`config.mk`:
```
export PLATFORM = sky130hd
export DESIGN_NAME = min_max_ctrl_flat
export DESIGN_NICKNAME = d
export VERILOG_FILES = /design/src/rtl/min_max_ctrl_if.sv /design/src/rtl/min_max_ctrl.sv /design/src/flat_wrapper.sv
export SDC_FILE = /design/constraint.sdc
export NUM_CORES = 1
export LEC_CHECK = 0
export CAP_MARGIN = 20
export CORE_MARGIN = 2
export CORE_UTILIZATION = 52
export DETAILED_ROUTE_END_ITERATION = 16
export MAX_ROUTING_LAYER = met4
export PLACE_DENSITY_LB_ADDON = 0.3
export SETUP_SLACK_MARGIN = 0.5
export SLEW_MARGIN = 40
export SYNTH_ARGS = -nofsm -noshare
export SYNTH_HDL_FRONTEND = slang
export SYNTH_SLANG_ARGS = --single-unit
```
`constraint.sdc`:
```
create_clock -name clk_i -period 2.8 [get_ports clk_i]
set_clock_uncertainty 0.2 [all_clocks]
set_input_delay 0.56 -clock clk_i [delete_from_list [all_inputs] [get_ports clk_i]]
set_output_delay 0.56 -clock clk_i [all_outputs]
set_load 0.01 [all_outputs]
```
`src/rtl/min_max_ctrl_if.sv`:
```
// Bundles the board-side controls (switches, selector, raw buttons) and the
// registered operand outputs that feed min_max_top.
interface min_max_ctrl_if #(
    parameter int VALSIZE = 4
);
    logic [VALSIZE-1:0] sw_i;
    logic [1:0]         sel_i;
    logic               load_i;
    logic               inc_i;
    logic               dec_i;
    logic [1:0]         com_o;
    logic [VALSIZE-1:0] min_o;
    logic [VALSIZE-1:0] max_o;
    logic [VALSIZE-1:0] val_o;
    logic               osc_o;
    logic               err_o;

    // Board / stimulus side: drives the controls, observes the operands.
    modport master (
        output sw_i, sel_i, load_i, inc_i, dec_i,
        input  com_o, min_o, max_o, val_o, osc_o, err_o
    );

    // Controller side.
    modport slave (
        input  sw_i, sel_i, load_i, inc_i, dec_i,
        output com_o, min_o, max_o, val_o, osc_o, err_o
    );
endinterface

```
`src/rtl/min_max_ctrl.sv`:
```
// Control stage for min_max_top: synchronises and debounces the load/inc/dec
// buttons, turns accepted presses into one-cycle pulses, maintains the
// com/min/max/value operand registers with min<=max checking, and generates
// the low-duty dimming oscillation.
module min_max_ctrl #(
    parameter int VALSIZE    = 4,
    parameter int DEBOUNCE   = 4,
    parameter int OSC_PERIOD = 8,
    parameter int OSC_DUTY   = 1
) (
    input  logic          clk_i,
    input  logic          rst_ni,
    min_max_ctrl_if.slave bus
);

    // The debounce counter only ever holds 0..DEBOUNCE-1.
    localparam int CW = (DEBOUNCE > 1) ? $clog2(DEBOUNCE) : 1;
    localparam int OW = $clog2(OSC_PERIOD);
    localparam logic [VALSIZE-1:0] VAL_TOP = '1;

    // Button bit order throughout: [0] load, [1] inc, [2] dec.
    logic [2:0]    raw;
    logic [2:0]    s1;
    logic [2:0]    s2;
    logic [2:0]    db;
    logic [2:0]    db_d;
    logic [CW-1:0] db_cnt [3];
    logic [2:0]    pulse;
    logic          load_p;
    logic          inc_p;
    logic          dec_p;
    logic [OW-1:0] osc_cnt;

    assign raw = {bus.dec_i, bus.inc_i, bus.load_i};

    // Two-flop synchronisers plus the delayed debounced level for edge detection.
    // NOTE: sequential state always uses <= so every flop samples pre-edge values.
    always_ff @(posedge clk_i or negedge rst_ni) begin
        if (!rst_ni) begin
            s1   <= '0;
            s2   <= '0;
            db_d <= '0;
        end else begin
            s1   <= raw;
            s2   <= s1;
            db_d <= db;
        end
    end

    // Debounce: accept a new level only after DEBOUNCE consecutive differing cycles.
    always_ff @(posedge clk_i or negedge rst_ni) begin
        if (!rst_ni) begin
            db <= '0;
            for (int b = 0; b < 3; b++) db_cnt[b] <= '0;
        end else begin
            for (int b = 0; b < 3; b++) begin
                if (s2[b] == db[b]) begin
                    db_cnt[b] <= '0;
                end else if (db_cnt[b] == CW'(DEBOUNCE - 1)) begin
                    db[b]     <= s2[b];
                    db_cnt[b] <= '0;
                end else begin
                    db_cnt[b] <= db_cnt[b] + 1'b1;
                end
            end
        end
    end

    // One pulse per accepted rising level; falling levels are ignored.
    assign pulse  = db & ~db_d;
    assign load_p = pulse[0];
    assign inc_p  = pulse[1];
    assign dec_p  = pulse[2];

    // Operand registers. sw_i/sel_i are quasi-static and sampled directly:
    // the operator sets them well before the debounced load pulse arrives.
    always_ff @(posedge clk_i or negedge rst_ni) begin
        if (!rst_ni) begin
            bus.com_o <= 2'b00;
            bus.min_o <= '0;
            bus.max_o <= VAL_TOP;
            bus.err_o <= 1'b0;
        end else if (load_p) begin
            case (bus.sel_i)
                2'b00: begin
                    if (bus.sw_i <= bus.max_o) begin
                        bus.min_o <= bus.sw_i;
                        bus.err_o <= 1'b0;
                    end else begin
                        bus.err_o <= 1'b1;
                    end
                end
                2'b01: begin
                    if (bus.sw_i >= bus.min_o) begin
                        bus.max_o <= bus.sw_i;
                        bus.err_o <= 1'b0;
                    end else begin
                        bus.err_o <= 1'b1;
                    end
                end
                2'b10: bus.err_o <= 1'b0;
                default: begin
                    bus.com_o <= bus.sw_i[1:0];
                    bus.err_o <= 1'b0;
                end
            endcase
        end
    end

    // Displayed value: a value load overrides inc/dec; inc+dec together cancel.
    always_ff @(posedge clk_i or negedge rst_ni) begin
        if (!rst_ni) begin
            bus.val_o <= '0;
        end else if (load_p && bus.sel_i == 2'b10) begin
            bus.val_o <= bus.sw_i;
        end else if (inc_p && !dec_p) begin
            if (bus.val_o != VAL_TOP) bus.val_o <= bus.val_o + 1'b1;
        end else if (dec_p && !inc_p) begin
            if (bus.val_o != '0) bus.val_o <= bus.val_o - 1'b1;
        end
    end

    // Free-running period counter; osc_o is high for the first OSC_DUTY counts.
    always_ff @(posedge clk_i or negedge rst_ni) begin
        if (!rst_ni) begin
            osc_cnt   <= '0;
            bus.osc_o <= 1'b0;
        end else begin
            osc_cnt   <= (osc_cnt == OW'(OSC_PERIOD - 1)) ? '0 : osc_cnt + 1'b1;
            bus.osc_o <= (osc_cnt < OW'(OSC_DUTY));
        end
    end

endmodule

```
`src/flat_wrapper.sv`:
```
// flat-port wrapper written by rule: the top's interface ports become plain ports
module min_max_ctrl_flat 
#(
    parameter int VALSIZE    = 4,
    parameter int DEBOUNCE   = 4,
    parameter int OSC_PERIOD = 8,
    parameter int OSC_DUTY   = 1
)
  (clk_i, rst_ni, bus_sw_i, bus_sel_i, bus_load_i, bus_inc_i, bus_dec_i, bus_com_o, bus_min_o, bus_max_o, bus_val_o, bus_osc_o, bus_err_o);
  min_max_ctrl_if #(.VALSIZE(VALSIZE)) bus_i ();
  input  logic clk_i;
  input  logic rst_ni;
  input wire logic [$bits(bus_i.sw_i)-1:0] bus_sw_i;
  input wire logic [$bits(bus_i.sel_i)-1:0] bus_sel_i;
  input wire logic [$bits(bus_i.load_i)-1:0] bus_load_i;
  input wire logic [$bits(bus_i.inc_i)-1:0] bus_inc_i;
  input wire logic [$bits(bus_i.dec_i)-1:0] bus_dec_i;
  output wire logic [$bits(bus_i.com_o)-1:0] bus_com_o;
  output wire logic [$bits(bus_i.min_o)-1:0] bus_min_o;
  output wire logic [$bits(bus_i.max_o)-1:0] bus_max_o;
  output wire logic [$bits(bus_i.val_o)-1:0] bus_val_o;
  output wire logic [$bits(bus_i.osc_o)-1:0] bus_osc_o;
  output wire logic [$bits(bus_i.err_o)-1:0] bus_err_o;
  assign bus_i.sw_i = bus_sw_i;
  assign bus_i.sel_i = bus_sel_i;
  assign bus_i.load_i = bus_load_i;
  assign bus_i.inc_i = bus_inc_i;
  assign bus_i.dec_i = bus_dec_i;
  assign bus_com_o = bus_i.com_o;
  assign bus_min_o = bus_i.min_o;
  assign bus_max_o = bus_i.max_o;
  assign bus_val_o = bus_i.val_o;
  assign bus_osc_o = bus_i.osc_o;
  assign bus_err_o = bus_i.err_o;
  min_max_ctrl #(.VALSIZE(VALSIZE), .DEBOUNCE(DEBOUNCE), .OSC_PERIOD(OSC_PERIOD), .OSC_DUTY(OSC_DUTY)) u_core (.clk_i(clk_i), .rst_ni(rst_ni), .bus(bus_i));
endmodule
```
## Word-level counts from Yosys, hierarchy flattened

Index checks and enable logic that the tools add are counted.
Widths: inputs -> output; s select.

- Bits in read-only memories: 0
- Bits in writable memories: 0
- Memories kept: 0
- Bits of input ports: 11
- Latch bits: 0
- Output and inout port bits: 16
- Word-level logic and storage cells: 74
- Bits in registers: 37

- Multiplexer cells: 15
- Shifts and indexed selects: 0
- Div/mod/pow operators: 0
- Bitwise operators: 6
- Add/subtract/negate cells: 6
- Equal/unequal tests: 11
- Reduce and logical (&&, ||, !) cells: 17
- Multipliers: 0
- $lt $le $gt $ge: 3

Operators by type and width:

| kind | number |
|---|---|
| $mux 4 | 5 |
| $mux 2 | 6 |
| $reduce_and 3->1 | 3 |
| $eq 2x2->1 const B | 4 |
| $reduce_and 2->1 | 4 |
| $add 2x1->2 const B | 3 |
| $reduce_bool 3->1 | 2 |
| $add 4x1->4 const B | 1 |
| $ge 4x4->1 | 1 |
| $le 4x4->1 | 1 |
| $ne 4x4->1 const B | 1 |
| $not 1->1 | 4 |
| $reduce_bool 4->1 | 1 |
| $sub 4x1->4 const B | 1 |
| $add 3x1->3 const B | 1 |
| $and 3x3->3 | 1 |
| $eq 1x1->1 | 3 |
| $eq 3x3->1 const B | 1 |
| $logic_and 1x1->1 | 3 |
| $lt 3x1->1 const B | 1 |
| $mux 3 | 1 |
| $ne 3x2->1 const B | 1 |
| $not 3->3 | 1 |
| $reduce_or 3->1 | 1 |
| 5 further kinds | 7 |

## Depth between registers and ports, before layout

- Depth after elaboration: 7
- Mapped depth: 8

## Worst setup path after synthesis

No wires, ideal clock.

- Kind: flip-flop to flip-flop
- Start: register u_core.db[1]
- End: register u_core.bus.val_o[3]
- Stages on the path, launching flop included: 9
- Setup slack: 0.525 ns
- Arrival time: 1.949 ns
- Data required time: 2.474 ns
- Library setup time: 0.126 ns
- Period minus slack after synthesis: 2.275 ns
- Cells stage by stage: dfrtp_1 nor2b_1 ha_1 inv_1 ha_1 a31o_1 a22oi_1 or4b_1 o311a_1

- Cells in the longest elaborated chain, start to end: 5
- Elaborated cells between the ends (all ways): 10

Ends and longest elaborated chain:

| item | RTL line | source |
|---|---|---|
| from (decl) | min_max_ctrl.sv:25 | `logic [2:0] db;` |
| from (signal, indexed assignment) | min_max_ctrl.sv:60 | `db[b] <= s2[b];` |
| $and 3x3->3 * | min_max_ctrl.sv:70 | `assign pulse = db & ~db_d;` |
| $logic_not 1->1 | min_max_ctrl.sv:118 | `end else if (dec_p && !inc_p) begin` |
| $logic_and 1x1->1 | min_max_ctrl.sv:118 |  |
| $reduce_bool 3->1 (no source line) | -- |  |
| $reduce_and 3->1 (no source line) | -- |  |
| to (signal assigned) | min_max_ctrl.sv:115 | `bus.val_o <= bus.sw_i;` |
| to (signal assigned) | min_max_ctrl.sv:117 | `if (bus.val_o != VAL_TOP) bus.val_o <= bus.val_o + 1'b1;` |
| to (signal assigned) | min_max_ctrl.sv:119 | `if (bus.val_o != '0) bus.val_o <= bus.val_o - 1'b1;` |
| to (decl) | min_max_ctrl_if.sv:27 | `output com_o, min_o, max_o, val_o, osc_o, err_o` |

Every way passes the cells marked *; elsewhere a longest branch is shown, timed or not.
A chain may end at the register's enable or synchronous reset.

## Final worst setup path

- Start: input port bus_sw_i[1]
- End: register u_core.bus.min_o[2]

- Cells in the longest elaborated chain, start to end: 2

Ends and longest elaborated chain:

| item | RTL line | source |
|---|---|---|
| from (decl) | flat_wrapper.sv:13 | `input wire logic [$bits(bus_i.sw_i)-1:0] bus_sw_i;` |
| $le 4x4->1 | min_max_ctrl.sv:86 | `if (bus.sw_i <= bus.max_o) begin` |
| $reduce_and 3->1 (no source line) | -- |  |
| to (signal assigned) | min_max_ctrl.sv:87 | `bus.min_o <= bus.sw_i;` |
| to (decl) | min_max_ctrl_if.sv:27 |  |

No other way between the ends.

==> results.yml <==
worst_setup_path:
  worst_ep_arrival_time_ns: 2.33
  critical_path.endpoint_type: "flip-flop"
  r2r.worst_path.cells: 8
  worst-setup-path-type: "primary input to flip-flop"
  maximum_fanout_along_the_worst_path: 4
  r2r_setup_slack_ns: 0.55
  critical_path.reg2reg.startpoint: "u_core.db_d[1]"
  worst_reg2reg_path_endpoint: "u_core.bus.val_o[3]"
  crit_required_ns: 2.84
  critical_path.startpoint: "bus_sw_i[1]"
  worst_setup_path_start_kind: "primary input"
status:
  status: "finished, final reports clean"
sta:
  finalCriticalPeriod_ns: 2.29
  fin_tns_setup_ns: 0
  clock.fmax_mhz: 436
  grt_setup_unrepaired: "true"
  report.final.setup_viol: 0
  tightestPinTransition_ns: 0.519
  slew_viol_final: 0
  finalHoldViolCount: 0
  post-route-period-util_pct: 81.9
  slew_headroom_pct: 65.2
  finalWorstSetupSlack_ns: 0.507
place:
  globalplace.congestion: 0.814
  numPlacedInstances: 210
  port_buffers: 26
  setup_slack_after_placement_ns: 0.0197
  detailedPlacementHpwl_um: 2320
run:
  max_cap_viol_count: 0
yosys:
  synth.largest_area_cell: "dfrtp_1"
  synthesis.area_sq_mm: 0.00171
  post_synth_most_frequent_cells: "dfrtp_1, ha_1, mux2_2"
  netlist-cell-type-count: 29
  synth-seq-cells: 37
  syn-mean-instance-area_sq_um: 12.5
  post_synth_inst_count: 137
  synthMostInstantiatedCell: "dfrtp_1"
  synth_area_leaders: "dfrtp_1, ha_1, mux2_2"
  most_common_flop_cell_mapped_by_yosys: "dfrtp_1"
  share_of_the_yosys_chip_area_belonging_to_registers_pct: 54.5
  ys_async_sr_fraction_pct: 100
  syn-num-nets: 165
  number_of_enable_type_register_cells_in_the_synthesized_netlist: 0
  synth.yosys.warnings: 0
  post-synth-top-area-fraction_pct: 48.4
clock_network:
  clkLatencyLatePin_ns: 0.34
  clock_tree_from_tritoncts: "done"
  worst_setup_hold_path_clk_slew_ns: 0.11
  clock_sinks: 37
  cts-hold-fix-buffers: 0
  ctsHtreeMaxLevel: 2
  cts_max_path_buffers: 2
  clock-root-buffer: "clkbuf_4"
  numCtsBuffers: 5
worst_hold_path:
  worst_hold_path.num_cells: 0
  hold_path.class: "flip-flop to flip-flop"
  min_to: "u_core.s2[1]"
  hold_start: "u_core.s1[1]"
power:
  totalPowerFinal_w: 0.00242
  peakVddDrop_v: 0.000515
  leakage_nw: 0.986
  p_per_area_mw_per_mm2: 1100
route:
  vias: 1142
  drt_first_iter_violations: 52
  detail_route.wirelength_um: 3110
  drt_first_pass_iters: 4
  vias_per_cell: 5.19
  ant_nets: 0
  wl_per_cell_um: 14.1
  detail_route.drc_violations: 0
floorplanning:
  die_w_um: 61.3
  placeableCoreArea_sq_mm: 0.00308
  fp-row-count: 20
  die-area_sq_mm: 0.00376
  die_h_um: 61.3
  io-pin-count: 27
  initial_utilization_pct: 55.5
global_routing:
  antenna_violations_before_repair: 0
  grt_start_max_net_pins: 38
  gr-total-overflow: 0
  first_pass_grt_wire_length_um: 5170
  first_global_vias: 1155
  gr-usage-all-layers_pct: 20.5
finish:
  final_antenna_diode_count: 0
  final_layout_size_suffix_gt1_share_pct: 22.2
  fill_cells: 230
  stdcell_count: 220
  num-nets-final: 203
  synthToLayoutAreaGrowth_pct: 28.8
-- layout by cell type, fill, tap and decap left out, types with 4 or more instances in the layout --
master / count
dfrtp_1: 33
ha_1: 15
xnor2_1: 5
clkdlybuf4s50_1: 24
nand2b_1: 4
nor3_1: 5
mux2_2: 12
dfstp_2: 4
a21oi_1: 4
nor2b_1: 7
nand2_1: 7
inv_1: 8
buf_4: 5
clkbuf_4: 5
o21ai_0: 4
nor2_1: 5
-- per-stage QoR --
step                      utilization, %  hold WS, ns  cell area [sq um]
after floorplan                        -       0.0644               1710
after global placement              66.5        0.134               2050
after detailed placement            66.5        0.140               2050
after CTS                           70.3        0.168               2160
after global routing                71.5        0.180               2200
final                               71.5        0.168               2200
-- power by group --
| part | internal (W) | total [W] | leakage [nW] | switching (W) |
|---|---|---|---|---|
| Combinational | 0.000646 | 0.00114 | 0.502 | 0.000495 |
| Sequential | 0.000747 | 0.000906 | 0.443 | 0.000159 |
| Clock | 0.000189 | 0.000371 | 0.0414 | 0.000182 |
| Total | 0.00158 | 0.00242 | 0.986 | 0.000836 |
-- worst max-delay path by stage --
stage,endpoint,slack [ns],depth (start not counted)
global placement,u_core.bus.min_o[1],0.06,7
finish,u_core.bus.min_o[2],0.51,7
detailed placement,u_core.bus.min_o[2],0.02,7
CTS,u_core.bus.val_o[3],0.47,8
global route,u_core.bus.min_o[2],0.44,7
floorplan,u_core.bus.val_o[3],0.53,8
-- registers in the layout, indices dropped and copies added (netlist names), 3 cells and up --
register	cells
u_core.bus.max_o	4
u_core.bus.min_o	4
u_core.bus.val_o	4
u_core.db	3
u_core.db_cnt	6
u_core.db_d	3
u_core.osc_cnt	3
u_core.s1	3
u_core.s2	3
-- timing repair --
| item | in CTS | in global routing |
|---|---|---|
| buffers inserted | 2 | 0 |
| pin swaps | 3 | 2 |
| endpoints found under the setup margin | 6 | 9 |
| gates resized for setup | 8 | 5 |
-- cell families after synthesis --
logic type               count (synthesis)  synth area share, %
buffers and inverters                    8                 1.76
AO/OA/AOI/OAI                           19                 7.33
flip-flops                              37                 54.5
adder cells (fa/ha/maj)                 17                 12.5
AND/OR/NAND/NOR                         37                 12.3
multiplexers                            14                 9.08
XOR/XNOR                                 5                 2.56
-- layout make-up --
type / instances / area [sq um] / share of cell area [%]
timing repair buffer: 31 / 295 / 13.4
inverter: 8 / 30.0 / 1.37
tap: 44 / 55.1 / 2.50
multi-input combinational: 92 / 805 / 36.6
sequential: 37 / 931 / 42.3
clock buffer: 5 / 37.5 / 1.71
clock inverter: 3 / 46.3 / 2.10
-- worst max-delay path, cell delays in order --
cell	delay, ns
clkdlybuf4s50_1	0.48
ha_1	0.24
nor2b_1	0.13
o21bai_1	0.15
o2bb2ai_2	0.14
and3b_2	0.28
mux2_2	0.35
-- routing by layer --
| metal | vias to the layer above | share of wire (%) | global-route usage (%) |
|---|---|---|---|
| li1 | 561 | - | - |
| met1 | 544 | 43 | 25.1 |
| met2 | 29 | 51 | 32.5 |
| met3 | 8 | 4.9 | 5.25 |
| met4 | 0 | 2.0 | 8.39 |
| met5 | - | 0 | - |
Note: power is estimated with default switching activity, not from simulation.
